--- config.mk ---
export PLATFORM = sky130hd
export DESIGN_NAME = mul_div_unit_flat
export DESIGN_NICKNAME = d
export VERILOG_FILES = /design/src/rtl/mul_div_unit_if.sv /design/src/rtl/mul_div_unit.sv /design/src/flat_wrapper.sv
export SDC_FILE = /design/constraint.sdc
export NUM_CORES = 1
export LEC_CHECK = 0
export BUFFER_PORTS_ARGS = -buffer_cell sky130_fd_sc_hd__buf_2
export CORE_UTILIZATION = 50
export CTS_CLUSTER_SIZE = 8
export DETAILED_ROUTE_END_ITERATION = 8
export PLACE_DENSITY = 0.78
export RECOVER_POWER = 50
export SLEW_MARGIN = 20
export SYNTH_ARGS = -nofsm -noshare
export SYNTH_HDL_FRONTEND = slang
export SYNTH_SLANG_ARGS = --single-unit
export TNS_END_PERCENT = 1
--- constraint.sdc ---
create_clock -name clock -period 6.4 [get_ports clock]
set_input_delay 0.32 -clock clock [delete_from_list [all_inputs] [get_ports clock]]
set_output_delay 0.32 -clock clock [all_outputs]
set_load 0.01 [all_outputs]
--- src/rtl/mul_div_unit_if.sv ---
// rtl/mul_div_unit_if.sv - operand, handshake and HI/LO bundle for mul_div_unit
interface mul_div_unit_if #(
    parameter int Dbits = 32
);
    logic             start;
    logic [1:0]       op;
    logic [Dbits-1:0] a;
    logic [Dbits-1:0] b;
    logic             hi_we;
    logic             lo_we;
    logic [Dbits-1:0] wdata;
    logic             busy;
    logic             done;
    logic [Dbits-1:0] hi;
    logic [Dbits-1:0] lo;

    modport master (
        output start, op, a, b, hi_we, lo_we, wdata,
        input  busy, done, hi, lo
    );

    modport slave (
        input  start, op, a, b, hi_we, lo_we, wdata,
        output busy, done, hi, lo
    );
endinterface

--- src/rtl/mul_div_unit.sv ---
// rtl/mul_div_unit.sv - iterative MULT/MULTU/DIV/DIVU unit with HI/LO; divider built only with MULDIV_DIV_EN
module mul_div_unit #(
    parameter int Dbits = 32
) (
    input  logic          clock,
    input  logic          reset_n,
    mul_div_unit_if.slave bus
);
    typedef enum logic [1:0] {IDLE, RUN, FIX} state_t;

    localparam int CW = $clog2(Dbits + 1);

    state_t            state_q, state_d;
    logic [CW-1:0]     cnt_q, cnt_d;
    logic              div_q, div_d;
    logic              neg_q, neg_d;
    logic [2*Dbits-1:0] acc_q, acc_d;
    logic [Dbits-1:0]  opb_q, opb_d;
    logic [Dbits-1:0]  hi_q, hi_d;
    logic [Dbits-1:0]  lo_q, lo_d;
    logic              done_q, done_d;

    // Operand magnitudes and sign flags; unsigned ops never see a sign.
    logic              is_signed, sign_a, sign_b;
    logic [Dbits-1:0]  mag_a, mag_b;
    assign is_signed = ~bus.op[0];
    assign sign_a    = is_signed & bus.a[Dbits-1];
    assign sign_b    = is_signed & bus.b[Dbits-1];
    assign mag_a     = sign_a ? -bus.a : bus.a;
    assign mag_b     = sign_b ? -bus.b : bus.b;

    // Shift-add: acc holds {partial product, remaining multiplier bits}.
    logic [Dbits:0]     mul_sum;
    logic [2*Dbits-1:0] prod_fix;
    assign mul_sum  = {1'b0, acc_q[2*Dbits-1:Dbits]} + (acc_q[0] ? {1'b0, opb_q} : '0);
    assign prod_fix = neg_q ? -acc_q : acc_q;

`ifdef MULDIV_DIV_EN
    // Restoring divide: acc low half shifts dividend bits out and quotient bits in.
    logic [Dbits-1:0] rem_q, rem_d;
    logic             nega_q, nega_d;
    logic             bzero_q, bzero_d;
    logic [Dbits:0]   div_shift, div_trial;
    logic [Dbits-1:0] quo_fix, rem_fix;
    assign div_shift = {rem_q, acc_q[Dbits-1]};
    assign div_trial = div_shift - {1'b0, opb_q};
    assign quo_fix   = neg_q ? -acc_q[Dbits-1:0] : acc_q[Dbits-1:0];
    assign rem_fix   = nega_q ? -rem_q : rem_q;
`endif

    // Next-state, datapath step and HI/LO update.
    always_comb begin
        state_d = state_q;
        cnt_d   = cnt_q;
        div_d   = div_q;
        neg_d   = neg_q;
        acc_d   = acc_q;
        opb_d   = opb_q;
        hi_d    = hi_q;
        lo_d    = lo_q;
        done_d  = 1'b0;
`ifdef MULDIV_DIV_EN
        rem_d   = rem_q;
        nega_d  = nega_q;
        bzero_d = bzero_q;
`endif
        case (state_q)
            IDLE: begin
                if (bus.start) begin
                    div_d   = bus.op[1];
                    neg_d   = sign_a ^ sign_b;
                    cnt_d   = CW'(Dbits);
                    state_d = RUN;
                    if (bus.op[1]) begin
                        acc_d = {{Dbits{1'b0}}, mag_a};
                        opb_d = mag_b;
                    end else begin
                        acc_d = {{Dbits{1'b0}}, mag_b};
                        opb_d = mag_a;
                    end
`ifdef MULDIV_DIV_EN
                    rem_d   = '0;
                    nega_d  = sign_a;
                    bzero_d = (bus.b == '0);
`endif
                end else begin
                    if (bus.hi_we) hi_d = bus.wdata;
                    if (bus.lo_we) lo_d = bus.wdata;
                end
            end
            RUN: begin
                cnt_d = cnt_q - CW'(1);
                if (div_q) begin
`ifdef MULDIV_DIV_EN
                    rem_d = div_trial[Dbits] ? div_shift[Dbits-1:0] : div_trial[Dbits-1:0];
                    acc_d = {acc_q[2*Dbits-1:Dbits], acc_q[Dbits-2:0], ~div_trial[Dbits]};
`endif
                end else begin
                    acc_d = {mul_sum, acc_q[Dbits-1:1]};
                end
                if (cnt_q == CW'(1)) state_d = FIX;
            end
            FIX: begin
                done_d  = 1'b1;
                state_d = IDLE;
                if (div_q) begin
`ifdef MULDIV_DIV_EN
                    hi_d = rem_fix;
                    lo_d = bzero_q ? '1 : quo_fix;
`else
                    hi_d = '0;
                    lo_d = '0;
`endif
                end else begin
                    hi_d = prod_fix[2*Dbits-1:Dbits];
                    lo_d = prod_fix[Dbits-1:0];
                end
            end
            default: state_d = IDLE;
        endcase
    end

    // State and datapath registers; reset aborts any operation at once.
    always_ff @(posedge clock or negedge reset_n) begin
        if (!reset_n) begin
            state_q <= IDLE;
            cnt_q   <= '0;
            div_q   <= 1'b0;
            neg_q   <= 1'b0;
            acc_q   <= '0;
            opb_q   <= '0;
            hi_q    <= '0;
            lo_q    <= '0;
            done_q  <= 1'b0;
`ifdef MULDIV_DIV_EN
            rem_q   <= '0;
            nega_q  <= 1'b0;
            bzero_q <= 1'b0;
`endif
        end else begin
            state_q <= state_d;
            cnt_q   <= cnt_d;
            div_q   <= div_d;
            neg_q   <= neg_d;
            acc_q   <= acc_d;
            opb_q   <= opb_d;
            hi_q    <= hi_d;
            lo_q    <= lo_d;
            done_q  <= done_d;
`ifdef MULDIV_DIV_EN
            rem_q   <= rem_d;
            nega_q  <= nega_d;
            bzero_q <= bzero_d;
`endif
        end
    end

    assign bus.busy = (state_q != IDLE);
    assign bus.done = done_q;
    assign bus.hi   = hi_q;
    assign bus.lo   = lo_q;
endmodule

--- src/flat_wrapper.sv ---
// flat-port wrapper written by rule: the top's interface ports become plain ports
module mul_div_unit_flat 
#(
    parameter int Dbits = 32
)
  (clock, reset_n, bus_start, bus_op, bus_a, bus_b, bus_hi_we, bus_lo_we, bus_wdata, bus_busy, bus_done, bus_hi, bus_lo);
  mul_div_unit_if #(.Dbits(Dbits)) bus_i ();
  input  logic clock;
  input  logic reset_n;
  input wire logic [$bits(bus_i.start)-1:0] bus_start;
  input wire logic [$bits(bus_i.op)-1:0] bus_op;
  input wire logic [$bits(bus_i.a)-1:0] bus_a;
  input wire logic [$bits(bus_i.b)-1:0] bus_b;
  input wire logic [$bits(bus_i.hi_we)-1:0] bus_hi_we;
  input wire logic [$bits(bus_i.lo_we)-1:0] bus_lo_we;
  input wire logic [$bits(bus_i.wdata)-1:0] bus_wdata;
  output wire logic [$bits(bus_i.busy)-1:0] bus_busy;
  output wire logic [$bits(bus_i.done)-1:0] bus_done;
  output wire logic [$bits(bus_i.hi)-1:0] bus_hi;
  output wire logic [$bits(bus_i.lo)-1:0] bus_lo;
  assign bus_i.start = bus_start;
  assign bus_i.op = bus_op;
  assign bus_i.a = bus_a;
  assign bus_i.b = bus_b;
  assign bus_i.hi_we = bus_hi_we;
  assign bus_i.lo_we = bus_lo_we;
  assign bus_i.wdata = bus_wdata;
  assign bus_busy = bus_i.busy;
  assign bus_done = bus_i.done;
  assign bus_hi = bus_i.hi;
  assign bus_lo = bus_i.lo;
  mul_div_unit #(.Dbits(Dbits)) u_core (.clock(clock), .reset_n(reset_n), .bus(bus_i));
endmodule
# [Word level (Yosys, flattened, before mapping)]
# Index checks and enable logic that the tools add are counted.
[totals] in_bits=103 reg_bits=171 out_inout_bits=66 word_cells=60
[classes] addsub=5 bitwise_logic=4 eq_ne=9 mux=23 n_reduce_logical=10
[op_table] cell="$mux W32" count=11
[op_table] cell="$mux W64" count=3
[op_table] cell="$pmux W32 S2" count=2
[op_table] cell="$pmux W64 S2" count=1
[op_table] cell="$neg A32 Y32" count=2
[op_table] cell="$neg A64 Y64" count=1
[op_table] cell="$add A32 B33 Y33" count=1
[op_table] cell="$pmux W6 S2" count=1
[op_table] cell="$ne A2 B2 Y1 const B" count=5
[op_table] cell="$reduce_and A3 Y1" count=3
[op_table] cell="$eq A6 B1 Y1 const B" count=1
[op_table] cell="$mux W6" count=1
[op_table] cell="$reduce_and A2 Y1" count=3
[op_table] cell="$reduce_bool A2 Y1" count=3
[op_table] cell="$sub A6 B1 Y6 const B" count=1
[op_table] cell="$mux W2" count=2
[op_table] cell="$pmux W2 S2" count=1
[op_table] cell="$and A1 B1 Y1" count=2
[op_table] cell="$eq A2 B1 Y1 const B" count=1
[op_table] cell="$eq A2 B2 Y1 const B" count=1
[op_table] cell="$logic_not A2 Y1" count=1
[op_table] cell="$ne A2 B1 Y1 const B" count=1
[op_table] cell="$mux W1" count=1
[op_table] cell="$not A1 Y1" count=1
[op_table] cell="$xor A1 B1 Y1" count=1

# [Longest topological paths before layout]
# Gate-level depths: netlist (run 1).
[depth] word_depth=6 depth_mapped=13 ltp_nobuf=12

# [Worst setup path before layout (run 1)]
# OpenSTA, ideal clock, no wires.
[synth_path] path_kind="reg-to-reg" start="register u_core.acc_q[0]" end="register u_core.acc_q[56]" path_slack_ps=3296 arrival_ps=2988 t_required_ps=6284 synth_period_minus_slack_ps=3104 n_path_buf=1 stages_incl_launch_ff=12 setup_ps=116 cell_sequence="dfrtp_1 > clkbuf_1 > and2_1 > ha_1 > and3_1 > and3_1 > a211oi_1 > o31ai_1 > a221oi_1 > nor3_1 > or3_1 > o311ai_0"
[synth_via] elab_chain_cells=4
[synth_rtl] item="start, declared" line="mul_div_unit.sv:17" text="logic [2*Dbits-1:0] acc_q, acc_d;"
[synth_rtl] item="start signal, assigned" line="mul_div_unit.sv:130" text="acc_q <= '0;"
[synth_rtl] item="start signal, assigned" line="mul_div_unit.sv:145" text="acc_q <= acc_d;"
[synth_rtl] item="$mux W32" line="mul_div_unit.sv:35" text="assign mul_sum = {1'b0, acc_q[2*Dbits-1:Dbits]} + (acc_q[0] ? {1'b0, opb_q} : '0);"
[synth_rtl] item="$add A32 B33 Y33" line="mul_div_unit.sv:35"
[synth_rtl] item="$mux W64" line="mul_div_unit.sv:93" text="if (div_q) begin"
[synth_rtl] item="$pmux W64 S2" line="mul_div_unit.sv:67" text="case (state_q)"
# Every way passes these cells. The select of a mux whose other input is x is not followed.
# A chain may end at the register's enable or synchronous reset.

# [Worst setup path after layout (run 1)]
[layout_path] start="register u_core.state_q[0]" end="register u_core.acc_q[31]"
[layout_via] elab_chain_cells=3 word_cells_on_any_way=7 cone_classes="eq/ne (3); mux (1); reduce/logical (3)"
[layout_rtl] item="start, declared" line="mul_div_unit.sv:13" text="state_t state_q, state_d;"
[layout_rtl] item="start signal, assigned" line="mul_div_unit.sv:141" text="state_q <= state_d;"
[layout_rtl] item="$eq A2 B1 Y1 / $logic_not A2 Y1 (equally long branches)" line="mul_div_unit.sv:67"
[layout_rtl] item="$ne A2 B2 Y1 (no line) / $reduce_bool A2 Y1 (equally long branches)"
[layout_rtl] item="$reduce_and A3 Y1 (no line)"
# Several ways; a longest one is shown, not always the timed one.

==> results by group, run 1 <==
Finish
  – Net count, final: 1715
  – Commonest non-fill, non-tap cell in the layout: nand2_1
  – Ant diodes: 0
  – Share of cells above drive strength 1: 11.2%
  – # fillers: 2249
  – Finished Layout Cells: 1906
  – Area Growth Syn to Fin: 12.6%
  – Most frequent cells in the layout: 203 x nand2_1, 171 x dfrtp_1, 124 x o21ai_0

Setup path
  – Worst path cell trace: or2_2, or2_2, clkbuf_1, nand2_1, and3_1, a21oi_1, o221ai_1
  – Worst path max stage delay: 1.61 ns
  – R2R Setup Slk: 1.92 ns
  – Cell count of the worst reg-to-reg path: 7
  – CP Capture Type: flip-flop
  – Most used cell, CP: or2_2
  – Worst EP required: 6.69 ns
  – Crit Reg-Reg Endpoint: u_core.acc_q[31]
  – Critical Path Fanout Max: 55
  – Crit start category: flip-flop
  – Worst Path Buf+Inv: 1
  – Reg2Reg Launch Point: u_core.state_q[0]
  – Critical path depth in cells: 7
  – Critical path type: reg2reg
  – CP max stage cell: clkbuf_1
  – Cell family with most CP delay: simple AND/OR/NAND/NOR gates
  – Critical Path AT: 4.76 ns

CTS
  – CTS Sinks: 171
  – Clk root buf: clkbuf_16
  – CTS Buf Count: 17
  – Reg clk slew, reported paths: 0.07 ns
  – Skew-Pair Late Insertion Delay: 0.44 ns
  – H-tree levels: 4
  – Post-CTS setup buffers: 0
  – CTS tree: yes
  – Longest Clk Path Bufs: 2

STA
  – Final number of hold-violating endpoints: 0
  – Part of the cycle the worst path needs: 69.9%
  – Slew Limit Headroom: -51.9%
  – RSZ-0062 raised after global routing: false
  – Post-route minimum period: 4.48 ns
  – Setup TNS: 0 ns
  – Fmax: 0.223 GHz
  – Final setup fails: 0
  – Clock Skew: 0.0112 ns
  – Least-Margin Pin Slew: 2.28 ns
  – Max-slew violations: 101

Worst hold path
  – Hold depth: 2
  – Worst Hold Class: in2reg
  – Origin of the worst min-delay path: bus_op[0]
  – Hold path endpoint: u_core.neg_q

Die
  – Die height: 158 µm
  – Die area: 24900 µm²
  – Core footprint: 23700 µm²
  – I/O Pins: 169
  – Die X-Extent: 158 µm
  – FP Rows: 56
  – Initial Utilization: 51.3%

Detailed routing
  – Final WL: 38.3 mm
  – Avg Vias per Cell: 6.22
  – Detail Route Antenna Nets: 0
  – DR WL/cell: 20.1 µm
  – DRT iter0 DRCs: 1203
  – Vias: 11849
  – Drt first pass iters: 8
  – Post-route DRC: 0

Yosys
  – Adder-cell share of the synthesized area: 3.97%
  – Mux share of post-synthesis cell area: 1.80%
  – Avg Inst Size Synth: 8.24 µm²
  – Synth cell types: 68
  – Fraction of registers with async set/reset: 100%
  – Syn. warnings: 0
  – EDFF count, synth: 0
  – Synth top area share: 35.2%
  – Synth Area in Simple Gates: 20.6%
  – Register area share after synthesis: 35.2%
  – Syn Nets: 1616
  – Synth top area cells: dfrtp_1 35%, nand2_1 6.3%, xnor2_1 5.4%
  – FF+latch count, synth: 171
  – Largest family of logic cells by synthesized area: compound AO/OA/AOI/OAI gates
  – Most area-hungry cell type in the Yosys netlist: dfrtp_1
  – Xor/xnor share of the synthesized area: 10.2%
  – Post-synthesis instance total: 1475
  – Synth Area in Compound Gates: 24.2%
  – Synth Cell Area: 12200 µm²
  – Top_reg_cell synth: dfrtp_1

Placement
  – RD Place Congestion: 0.989
  – Placed Cells: 1873
  – Post-DP HPWL: 29.2 mm
  – Buffers on Ports: 168

Flow run
  – Max-cap violations: 2

Global route
  – Initial antenna violation count: 0
  – GRT Util Overall: 30.9%
  – Congestion Overflow GR: 0
  – First-pass GRT wire length: 58.3 mm
  – Largest net degree at the start of global routing: 93
  – Vias in the first global route: 10444

Power
  – Pwr Total: 0.00658 W
  – Power density over the cells: 481 nW/µm²
  – Leakage power: 5.69 nW
  – VDD IR max: 0.000215 V

Status
  – Failing checks: max-capacitance violations, max-slew violations
  – Status: finished, violations left
-- registers in the layout (all words and copies together) (netlist names) --
name	cells
u_core.div_q	1
u_core.neg_q	1
u_core.bus.done	1
u_core.acc_q	64
u_core.bus.hi	32
u_core.state_q	2
u_core.bus.lo	32
u_core.opb_q	32
u_core.cnt_q	6
-- stage by stage --
step	cell area [µm²]	utilization (%)	hold slack (ns)	setup WS, ns
after global routing	13700	57.8	0.158	1.52
after floorplan	12200	-	0.0244	3.30
after global placement	13100	55.4	0.440	2.58
after CTS	13800	58.1	0.145	2.37
after detailed placement	13100	55.4	0.440	2.37
final	13700	57.8	0.166	1.92
-- kinds of logic after synthesis --
kind of cell	Yosys count
adders and majority gates	38
buffers and inverters	124
AOI/OAI and AO/OA	458
muxes	21
xor gates and xnor gates	142
and+or+nand+nor	521
DFF	171
-- metal layers --
metal,track usage [%],up-vias,wire (µm)
met3,3.48,58,3020
li1,-,5572,-
met2,46.9,562,16500
met5,0,-,0
met1,44.4,5657,17500
met4,12.8,0,1310
-- cells in the mapped netlist (5+ instances only) --
master,number
o41ai_1,23
o221ai_1,36
xnor2_1,75
o211ai_1,13
a21o_1,11
nor2_1,103
mux2_2,7
and3_1,16
xor2_1,67
nand4_1,14
a211oi_1,16
ha_1,37
or4_1,20
nor2b_1,6
nand2b_1,15
clkbuf_1,91
o21bai_1,6
o21a_1,12
or2_2,10
or3_1,25
nor3_1,23
a31oi_1,18
nor4_1,17
a21oi_1,118
mux2i_1,14
dfrtp_1,171
nand2_1,203
o22ai_1,5
inv_1,23
and2_1,32
o21ai_0,124
a22oi_1,13
buf_1,7
nand3_1,21
o31ai_1,27
-- timing repair --
action                     CTS  global route
hold endpoints to repair    19             0
setup endpoints to repair    0             0
gates resized for setup      0             0
hold buffers                 1             0
-- how the worst max path moves through the flow --
stage                           start  slack [ns]          endpoint
floorplan             u_core.acc_q[0]        3.30  u_core.acc_q[56]
global placement      u_core.acc_q[0]        2.58  u_core.acc_q[56]
detailed placement    u_core.acc_q[0]        2.37  u_core.acc_q[56]
CTS                   u_core.acc_q[0]        2.37  u_core.acc_q[56]
global route        u_core.state_q[0]        1.52  u_core.acc_q[13]
finish              u_core.state_q[0]        1.92  u_core.acc_q[31]
-- report_power, final --
group / switching, W / internal [W]
registers: 0.000634 / 0.00160
clock network: 0.000477 / 0.000636
logic: 0.00199 / 0.00125
-- cell type report --
class | count | area, µm² | share of cell area (%)
Tap cell | 319 | 399 | 2.92
Sequential cell | 171 | 4280 | 31.3
Clock inverter | 13 | 181 | 1.33
Timing Repair Buffer | 181 | 861 | 6.29
Multi-Input combinational cell | 1180 | 7430 | 54.3
Clock buffer | 19 | 443 | 3.24
Inverter | 23 | 86.3 | 0.631
-- worst reg2reg max path, delay by kind of cell (launching register included) --
family,cells,cell delay (ns)
buf+inv,1,1.61
simple gates,4,1.88
flops,1,0.46
compound gates,2,0.39
No activity file was read; power rests on OpenSTA's default activity.
==> inputs of run 2 (changes only) <==
==> constraint.sdc (replaced) <==
create_clock -name clock -period 4.2 [get_ports clock]
set_input_delay 0.21 -clock clock [delete_from_list [all_inputs] [get_ports clock]]
set_output_delay 0.21 -clock clock [all_outputs]
set_load 0.01 [all_outputs]
==> run 2 against run 1 <==
  * The run still ends with max-capacitance violations, max-slew violations left
  * Fmax up 30%
  * Worst hold slack got worse by 0.10 ns
  * Sequential share of layout area hardly changed
  * Setup slack worse by 1.2 ns
  * Critical path depth increased by 4
  * Largest cell class unchanged
  * Largest power group unchanged
==> results by group, run 2 (synthesized netlist as in run 1, its figures left out) <==
Status
  – Status: finished, violations left
  – Failing checks: max-capacitance violations, max-slew violations

Die
  – Core footprint: 23700 µm²
  – FP Rows: 56
  – Die area: 24900 µm²
  – Die height: 158 µm
  – Initial Utilization: 51.3%
  – Die X-Extent: 158 µm
  – I/O Pins: 169

Finish
  – Most frequent cells in the layout: 203 x nand2_1, 171 x dfrtp_1, 124 x o21ai_0
  – Ant diodes: 0
  – Final instance area: 13700 µm²
  – Largest Register: u_core.acc_q
  – Area Growth Syn to Fin: 12.7%
  – Commonest non-fill, non-tap cell in the layout: nand2_1
  – Max reg flops: 64
  – Share of cells above drive strength 1: 11.7%
  – # fillers: 2269
  – Net count, final: 1724

STA
  – Least-Margin Pin Slew: 2.68 ns
  – Part of the cycle the worst path needs: 81.7%
  – Final setup fails: 0
  – Min Hold Slack: 0.0648 ns
  – Setup ws final: 0.768 ns
  – Clock Skew: 0.00990 ns
  – Post-route minimum period: 3.43 ns
  – Fmax: 0.291 GHz
  – RSZ-0062 raised after global routing: false
  – Setup TNS: 0 ns
  – Max-slew violations: 206
  – Slew Limit Headroom: -78.5%
  – Final number of hold-violating endpoints: 0

CTS
  – Reg clk slew, reported paths: 0.07 ns
  – CTS Buf Count: 17
  – Clk root buf: clkbuf_16
  – Skew-Pair Late Insertion Delay: 0.44 ns
  – Post-CTS setup buffers: 0
  – H-tree levels: 4
  – Hold-fix buffers, CTS: 1
  – Longest Clk Path Bufs: 2
  – CTS tree: yes
  – CTS Sinks: 171
  – CTS resizes: 0

Global route
  – Congestion Overflow GR: 0
  – GRT Util Overall: 31.1%
  – Largest net degree at the start of global routing: 108
  – Busiest grt layer: met2
  – GR Util met3: 4.87%
  – Vias in the first global route: 10939
  – First-pass GRT wire length: 59.1 mm
  – Met2 usage: 49.5%
  – Met1 GRT Util: 43.2%
  – Initial antenna violation count: 0

Setup path
  – Crit start category: flip-flop
  – Critical path type: reg2reg
  – R2R Setup Slk: 0.77 ns
  – Critical Path Fanout Max: 15
  – Cell count of the worst reg-to-reg path: 11
  – Reg2Reg Launch Point: u_core.acc_q[0]
  – Critical Path AT: 3.75 ns
  – CP Capture Type: flip-flop
  – Crit Reg-Reg Endpoint: u_core.acc_q[56]
  – Worst EP required: 4.52 ns

Power
  – Power density over the cells: 727 nW/µm²
  – Leakage power: 5.72 nW
  – Pwr Total: 0.00996 W
  – VDD IR max: 0.000397 V

Detailed routing
  – Vias: 11907
  – DR WL/cell: 20.0 µm
  – Post-route DRC: 0
  – Drt first pass iters: 6
  – Final WL: 38.2 mm
  – Avg Vias per Cell: 6.22
  – DRT iter0 DRCs: 1249
  – Detail Route Antenna Nets: 0

Placement
  – Buffers on Ports: 168
  – Post-DP HPWL: 29.6 mm
  – Placed cell areas: 13200 µm²
  – Setup Slack @ Placement: 0.771 ns
  – RD Place Congestion: 0.992

Worst hold path
  – Hold depth: 2
  – Origin of the worst min-delay path: bus_op[0]
  – Worst Hold Class: in2reg
  – Hold path endpoint: u_core.neg_q

Flow run
  – Max-cap violations: 3
run 2: changes by cell type in the layout (fill, tap and decap cells not counted), moves of 2 or more:
cell	change
clkbuf_2	+3
buf_4	+8
buf_6	-2
clkinv_2	+2
inv_8	+2
run 2: through the flow:
step,utilization [%],instances
after floorplan,-,1475
after global placement,55.7,1882
after detailed placement,55.7,1882
after CTS,58.3,1915
after global routing,57.9,1915
final,57.9,1915
run 2: layout make-up:
cell class                 count  area (µm²)  area share (%)
multi-input combinational   1180        7430            54.2
sequential                   171        4280            31.2
timing repair buffer         190         913            6.67
clock buffer                  18         439            3.21
tap                          319         399            2.91
clock inverter                14         158            1.15
inverter                      23        86.3           0.630
run 2: where the power goes:
group | internal [W] | switching [W]
Clock | 0.000907 | 0.000718
Combinational | 0.00193 | 0.00303
Sequential | 0.00243 | 0.000949
run 2: metal layers:
metal,vias up,part of all wire [%]
met5,-,0
met4,0,2.2
li1,5595,-
met1,5673,44
met2,590,45
met3,49,8.8
run 2: worst max-delay path, cell delays in order, from the launching register on:
cell,delay [ns]
dfrtp_1,0.53
and2_1,0.22
ha_1,0.36
and3_1,0.24
and3_1,0.19
a211oi_1,0.60
o31ai_1,0.24
a221oi_1,0.27
buf_4,0.18
nor3_1,0.05
or3_1,0.34
o311ai_0,0.09
run 2: worst max path at each step:
stage | from | endpoint | depth (start not counted)
floorplan | u_core.acc_q[0] | u_core.acc_q[56] | 11
finish | u_core.acc_q[0] | u_core.acc_q[56] | 11
global placement | u_core.acc_q[0] | u_core.acc_q[56] | 11
CTS | u_core.acc_q[0] | u_core.acc_q[56] | 11
global route | reset_n | u_core.opb_q[24] | 3
detailed placement | u_core.acc_q[0] | u_core.acc_q[56] | 11
